File: src/rtl/reset_stage_sequencer.sv
// Ordered reset-release controller: releases NUM_STAGES active-low stage resets
// one at a time, each gated by a programmable delay and a per-stage ACK.
module reset_stage_sequencer #(
   parameter int NUM_STAGES = 3,
   parameter int DELAY_W    = 8,
   parameter int TIMEOUT    = 15
) (
   input  logic                  clock,
   input  logic                  reset_n,
   input  logic                  rst_req,
   input  logic [DELAY_W-1:0]    cfg_delay,
   input  logic [NUM_STAGES-1:0] stage_ack,
   output logic [NUM_STAGES-1:0] stage_rst_n,
   output logic                  done,
   output logic                  timeout_err
);

   localparam int IDX_W = (NUM_STAGES > 1) ? $clog2(NUM_STAGES) : 1;
   localparam logic [IDX_W-1:0]   LAST_IDX   = IDX_W'(NUM_STAGES - 1);
   localparam logic [DELAY_W-1:0] TIMEOUT_LD = DELAY_W'(TIMEOUT);

   typedef enum logic [2:0] {
      S_ASSERT   = 3'd0,
      S_DELAY    = 3'd1,
      S_RELEASE  = 3'd2,
      S_WAIT_ACK = 3'd3,
      S_RUN      = 3'd4
   } state_t;

   state_t                  state_r, state_s;
   logic [IDX_W-1:0]        idx_r, idx_s;
   logic [DELAY_W-1:0]      cnt_r, cnt_s;
   logic [NUM_STAGES-1:0]   stage_rst_n_r, stage_rst_n_s;
   logic                    done_r, done_s;
   logic                    timeout_err_r, timeout_err_s;

   // Next-state and next-output logic; a reset request outranks every transition.
   always_comb begin
      state_s       = state_r;
      idx_s         = idx_r;
      cnt_s         = cnt_r;
      stage_rst_n_s = stage_rst_n_r;
      done_s        = done_r;
      timeout_err_s = timeout_err_r;

      if (rst_req && (state_r != S_ASSERT)) begin
         state_s       = S_ASSERT;
         idx_s         = {IDX_W{1'b0}};
         stage_rst_n_s = {NUM_STAGES{1'b0}};
         done_s        = 1'b0;
      end else begin
         case (state_r)
            S_ASSERT: begin
               if (!rst_req) begin
                  cnt_s   = cfg_delay;
                  state_s = S_DELAY;
               end else begin
                  state_s = S_ASSERT;
               end
            end
            S_DELAY: begin
               if (cnt_r == {DELAY_W{1'b0}}) begin
                  state_s = S_RELEASE;
               end else begin
                  cnt_s = cnt_r - DELAY_W'(1);
               end
            end
            S_RELEASE: begin
               stage_rst_n_s[idx_r] = 1'b1;
               cnt_s                = TIMEOUT_LD;
               state_s              = S_WAIT_ACK;
            end
            S_WAIT_ACK: begin
               // A missing ACK still advances so later stages are not held forever.
               if (stage_ack[idx_r] || (cnt_r == {DELAY_W{1'b0}})) begin
                  if (!stage_ack[idx_r]) begin
                     timeout_err_s = 1'b1;
                  end else begin
                     timeout_err_s = timeout_err_r;
                  end
                  if (idx_r == LAST_IDX) begin
                     done_s  = 1'b1;
                     state_s = S_RUN;
                  end else begin
                     idx_s   = idx_r + IDX_W'(1);
                     cnt_s   = cfg_delay;
                     state_s = S_DELAY;
                  end
               end else begin
                  cnt_s = cnt_r - DELAY_W'(1);
               end
            end
            S_RUN: begin
               state_s = S_RUN;
            end
            default: begin
               state_s       = S_ASSERT;
               idx_s         = {IDX_W{1'b0}};
               stage_rst_n_s = {NUM_STAGES{1'b0}};
               done_s        = 1'b0;
            end
         endcase
      end
   end

   // State and output registers with synchronous active-low reset.
   always_ff @(posedge clock) begin
      if (!reset_n) begin
         state_r       <= S_ASSERT;
         idx_r         <= {IDX_W{1'b0}};
         cnt_r         <= {DELAY_W{1'b0}};
         stage_rst_n_r <= {NUM_STAGES{1'b0}};
         done_r        <= 1'b0;
         timeout_err_r <= 1'b0;
      end else begin
         state_r       <= state_s;
         idx_r         <= idx_s;
         cnt_r         <= cnt_s;
         stage_rst_n_r <= stage_rst_n_s;
         done_r        <= done_s;
         timeout_err_r <= timeout_err_s;
      end
   end

   assign stage_rst_n = stage_rst_n_r;
   assign done        = done_r;
   assign timeout_err = timeout_err_r;

endmodule

File: config.mk
export PLATFORM = sky130hd
export DESIGN_NAME = reset_stage_sequencer
export DESIGN_NICKNAME = d
export VERILOG_FILES = /design/src/rtl/reset_stage_sequencer.sv
export SDC_FILE = /design/constraint.sdc
export NUM_CORES = 1
export LEC_CHECK = 0
export CORE_ASPECT_RATIO = 1.2
export CORE_UTILIZATION = 55
export CTS_CLUSTER_SIZE = 16
export DETAILED_ROUTE_END_ITERATION = 16
export GPL_ROUTABILITY_DRIVEN = 0
export PLACE_DENSITY = 0.9
export SLEW_MARGIN = 20
export SYNTH_ARGS = -nofsm -noshare
export SYNTH_HDL_FRONTEND = slang
export SYNTH_SLANG_ARGS = --single-unit
File: constraint.sdc
create_clock -name clock -period 3.5 [get_ports clock]
set_input_delay 1.05 -clock clock [delete_from_list [all_inputs] [get_ports clock]]
set_output_delay 1.05 -clock clock [all_outputs]
set_load 0.01 [all_outputs]
==> out/qor.csv, run 1 <==
stage,metric,value,unit
global_routing,antenna_found_initial,0,
logic_synthesis,syn_avg_cell_area,8.43,um2
logic_synthesis,synth_cells,141,
detailed_routing,vias,1155,
clock_tree,clk_pin_slew_worst_paths,100,ps
logic_synthesis,synthArstFlopShare,0,
detailed_routing,drc,0,
clock_tree,ctsRootBufferMaster,clkbuf_4,
critical_path,cp_data_arrival_time,2920,ps
timing,holdWs,522,ps
placed_design,hpwlAfterDp,2.18,mm
detailed_routing,routedWlPerCell,15.6,um
logic_synthesis,yosysSeqAreaShare,0.303,
logic_synthesis,ys_types,47,
logic_synthesis,synth.net_count,160,
power_and_ir_drop,power.leakage,0.484,nW
global_routing,grt_overflow,0,
timing,tightest_slew,654,ps
final_layout,drive_gt1_frac,0.127,
power_and_ir_drop,power,0.507,mW
clock_tree,cts.sinks,18,
final_layout,layout_common_cells,"18 x dfxtp_1, 18 x clkdlybuf4s50_1, 15 x nor2_1, 12 x a21oi_1",
final_layout,final_nets,178,
logic_synthesis,netlist_area,0.00119,mm2
timing,final.period_utilization,0.773,
timing,skew,2.92,ps
run,maxCapViolations,0,
floorplan,rows,18,
logic_synthesis,ys.flop_type,dfxtp_1,
global_routing,grt_max_degree,14,
critical_path,crit_required,3710,ps
final_layout,final_cells,188,
power_and_ir_drop,irDropWorstVdd,286,uV
placed_design,dp_slack,463,ps
clock_tree,cts_hold_buf,0,
clock_tree,clkLatencyLatePin,310,ps
timing,timing.final.ws_setup,795,ps
timing,final-hold-violation-count,0,
detailed_routing,drt-initial-drc-count,32,
clock_tree,postCtsSetupRepairBufs,0,
logic_synthesis,synth_edf_count,0,
timing,tns,0,ps
clock_tree,cts_resized,0,
timing,drv_slew,0,
timing,finalSetupViolations,0,
critical_path,regToRegSetupSlack,1110,ps
detailed_routing,final_antenna_net_count,0,
placed_design,dpl.cell_count,184,
clock_tree,cts_buffers,3,
logic_synthesis,synth-seq-cells,18,
detailed_routing,dr.pass1.iters,4,
min_path,hold_path.class,flop to flop,
status,status,"finished, final reports clean",
final_layout,diodes,0,
global_routing,grt_usage,0.275,
power_and_ir_drop,p_per_area,360,mW/mm2
global_routing,grt_pass1_vias,1064,
clock_tree,tritoncts,built,
floorplan,core,0.00205,mm2
logic_synthesis,yosys_warnings,0,
clock_tree,ctsLongestPathBuffers,2,
floorplan,initial_core_util,0.580,
detailed_routing,viasPerCell,6.14,
critical_path,path_class,primary input to flop,
floorplan,die-area,0.00235,mm2
timing,period_minus_slack,2700,ps
floorplan,ios,19,
timing,rsz0062_at_grt,false,
detailed_routing,routed_wl,2.93,mm
final_layout,synthToLayoutAreaGrowth,18.4,%
timing,fmax,370,MHz
floorplan,die_h,52.9,um
timing,worst_slew_margin_rel,0.561,
clock_tree,h-tree-depth,1,
floorplan,die_w,44.4,um
placed_design,io_buffers,18,
critical_path,startpoint_type,primary input,
critical_path,cp_max_fo,13,
global_routing,grt_pass1_wl,4.69,mm
critical_path,end_kind,flop,
## registers in the layout, indices dropped and copies added, names as in the netlist
signal       count
stage_rst_n      3
idx_r            2
done             1
cnt_r            8
timeout_err      1
state_r          3
## cells in the mapped netlist, drive strengths merged, types with 3 or more instances
master / instances / area share
a32o: 6 / 0.051
nor2: 16 / 0.053
nor4: 7 / 0.067
nand2: 9 / 0.028
buf: 3 / 0.023
ha: 5 / 0.053
nor3: 4 / 0.017
inv: 8 / 0.025
nor2b: 5 / 0.026
dfxtp: 18 / 0.30
a21oi: 12 / 0.051
o21ai: 12 / 0.057
## report_power, final
group	switching [mW]	internal [mW]
combinational	0.0734	0.0613
clock	0.0706	0.0637
sequential	0.0214	0.216
## kinds of logic (layout without fill, tap and decap cells)
logic type | count (synthesis) | count (layout) | share of synthesized area
flip-flops | 18 | 18 | 0.303
adder cells (fa/ha/maj) | 5 | 5 | 0.0526
multiplexers | 2 | 2 | 0.0210
buffers and inverters | 13 | 30 | 0.0547
AO/OA/AOI/OAI | 50 | 50 | 0.298
AND/OR/NAND/NOR | 53 | 53 | 0.271
## stage by stage
step	util	area, um2
finish	0.687	1410
global placement	0.669	1370
detailed placement	0.669	1370
floorplan	-	1190
global route	0.687	1410
CTS	0.687	1410
## area by class of cell
cell class	count	area [um2]
Tap cell	30	37.5
Clock buffer	4	36.3
Sequential cell	18	360
Timing Repair Buffer	18	180
Inverter	8	30.0
Multi-Input combinational cell	110	763
Fill cell	174	642
## metal layers
metal,global-route usage,share of wire,vias to the layer above
met1,0.303,0.41,535
li1,-,-,573
met2,0.478,0.51,38
met3,0.0580,0.045,9
met5,0,0,-
met4,0.157,0.026,0
## worst paths after layout
kind / from / endpoint / cells past startpoint
worst max-delay path: stage_ack[1] / cnt_r[5] / 6
worst min-delay path: timeout_err / timeout_err / 2
worst max register to register: idx_r[0] / cnt_r[5] / 7
worst min register to register: timeout_err / timeout_err / 2
## critical path, stage by stage
cell and delay, ps:
clkdlybuf4s50_1 410, mux2i_2 210, o22ai_1 140, nor4_4 590
o21ai_0 210, a32o_1 300
Power figures use the tool's default switching activity.
==> run 2: changes to the inputs <==
--- a/config.mk
+++ b/config.mk
@@ -6,11 +6,11 @@
 export NUM_CORES = 1
 export LEC_CHECK = 0
 export CORE_ASPECT_RATIO = 1.2
-export CORE_UTILIZATION = 55
+export CORE_UTILIZATION = 52
 export CTS_CLUSTER_SIZE = 16
 export DETAILED_ROUTE_END_ITERATION = 16
 export GPL_ROUTABILITY_DRIVEN = 0
-export PLACE_DENSITY = 0.9
+export PLACE_DENSITY = 0.86
 export SLEW_MARGIN = 20
 export SYNTH_ARGS = -nofsm -noshare
 export SYNTH_HDL_FRONTEND = slang
==> constraint.sdc (replaced) <==
create_clock -name clock -period 2.8 [get_ports clock]
set_input_delay 0.84 -clock clock [delete_from_list [all_inputs] [get_ports clock]]
set_output_delay 0.84 -clock clock [all_outputs]
set_load 0.01 [all_outputs]
==> out/qor.csv, run 2 (synthesized netlist as in run 1, its figures left out) <==
stage,metric,value,unit
detailed_routing,drt-initial-drc-count,45,
final_layout,layout_common_cells,"18 x dfxtp_1, 18 x clkdlybuf4s50_1, 15 x nor2_1, 12 x a21oi_1",
detailed_routing,wl_met2,1.43,mm
timing,final-hold-violation-count,0,
global_routing,grt_pass1_wl,4.49,mm
clock_tree,cts_buffers,3,
clock_tree,ctsRootBufferMaster,clkbuf_4,
final_layout,synthToLayoutAreaGrowth,19.7,%
timing,drv_slew,0,
clock_tree,ctsLongestPathBuffers,2,
detailed_routing,dr.pass1.iters,4,
clock_tree,postCtsSetupRepairBufs,0,
final_layout,largest_reg_flops,8,
placed_design,place_area,0.00139,mm2
detailed_routing,final_antenna_net_count,0,
floorplan,initial_core_util,0.561,
timing,tns,0,ps
timing,rsz0062_at_grt,false,
clock_tree,cts_resized,0,
clock_tree,tritoncts,built,
placed_design,hpwlAfterDp,2.20,mm
power_and_ir_drop,power.leakage,0.494,nW
final_layout,largest_register,cnt_r,
timing,tightest_slew,547,ps
global_routing,grt_usage,0.254,
final_layout,diodes,0,
detailed_routing,vias,1182,
timing,fmax,445,MHz
floorplan,die_w,45.6,um
timing,finalSetupViolations,0,
min_path,worstHoldStart,timeout_err,
critical_path,path_class,primary input to flop,
detailed_routing,dr.max_layer_used,met4,
global_routing,grt_max_degree,14,
floorplan,ios,19,
final_layout,final_area,0.00142,mm2
detailed_routing,viasPerCell,6.22,
critical_path,critPathLaunch,stage_ack[1],
detailed_routing,met3_length,167,um
clock_tree,cts.sinks,18,
floorplan,die-area,0.00248,mm2
critical_path,end_kind,flop,
timing,skew,2.20,ps
critical_path,r2r-start,cnt_r[0],
timing,period_minus_slack,2250,ps
clock_tree,h-tree-depth,1,
critical_path,cp_max_fo,8,
critical_path,cp_data_arrival_time,2470,ps
final_layout,drive_gt1_frac,0.138,
floorplan,rows,18,
clock_tree,clk_pin_slew_worst_paths,100,ps
power_and_ir_drop,irDropWorstVdd,358,uV
final_layout,final_nets,180,
critical_path,slowest_delay,410,ps
timing,worst_slew_margin_rel,0.635,
run,maxCapViolations,0,
critical_path,crit_required,3020,ps
detailed_routing,wl_met1,1.18,mm
global_routing,grt_pass1_vias,984,
critical_path,cp_slowest_cell,clkdlybuf4s50_1,
floorplan,die_h,54.4,um
critical_path,path_cells,clkdlybuf4s50_1 -> mux2i_2 -> o22ai_1 -> nor4_4 -> buf_4 -> o21ai_2 -> a311oi_2,
detailed_routing,routedWlPerCell,14.9,um
detailed_routing,routed_wl,2.83,mm
global_routing,grt_overflow,0,
final_layout,nFillCells,205,
status,status,"finished, final reports clean",
min_path,hold_path.class,flop to flop,
placed_design,io_buffers,18,
power_and_ir_drop,p_per_area,445,mW/mm2
clock_tree,cts_hold_buf,0,
critical_path,startpoint_type,primary input,
global_routing,antenna_found_initial,0,
detailed_routing,drc,0,
clock_tree,clkLatencyLatePin,300,ps
timing,final.period_utilization,0.803,
floorplan,core,0.00212,mm2
## run 2: layout make-up
type / instances / area [um2] / share of cell area
flip-flops and latches: 18 / 360 / 0.253
repair buffers: 20 / 195 / 0.137
clock buffers: 4 / 36.3 / 0.0255
inverters: 8 / 30.0 / 0.0211
well taps: 30 / 37.5 / 0.0264
multi-input cells: 110 / 763 / 0.537
## run 2: worst max-delay path: cells and delay by family
family	cells	cell delay (ps)
buffers and inverters	2	630
multiplexers	1	230
AND/OR/NAND/NOR	1	320
AO/OA/AOI/OAI	3	450
## run 2: layer usage
layer | up-vias | track usage
met5 | - | 0
li1 | 573 | -
met3 | 7 | 0.0528
met2 | 54 | 0.421
met1 | 548 | 0.298
met4 | 0 | 0.146
## run 2: worst paths after layout
| path | endpoint | slack [ps] | depth (start not counted) |
|---|---|---|---|
| hold reg to reg | timeout_err | 510 | 2 |
| setup / recovery | cnt_r[2] | 550 | 7 |
| hold / removal | timeout_err | 510 | 2 |
| setup reg to reg | cnt_r[7] | 690 | 7 |
## run 2: per-stage QoR
step	total power, mW	utilization	std cells	setup slack (ps)	hold WS [ps]
floorplan	0.418	-	141	799	517
global placement	0.465	0.655	186	316	488
detailed placement	0.473	0.655	186	218	490
CTS	0.634	0.672	190	537	519
global route	0.673	0.672	190	409	553
finish	0.633	0.672	190	550	512
## run 2: report_power, final
group          switching (mW)  total, mW  internal [mW]
Clock                  0.0849      0.164         0.0795
Combinational          0.0928      0.172         0.0788
Sequential             0.0269      0.297          0.271
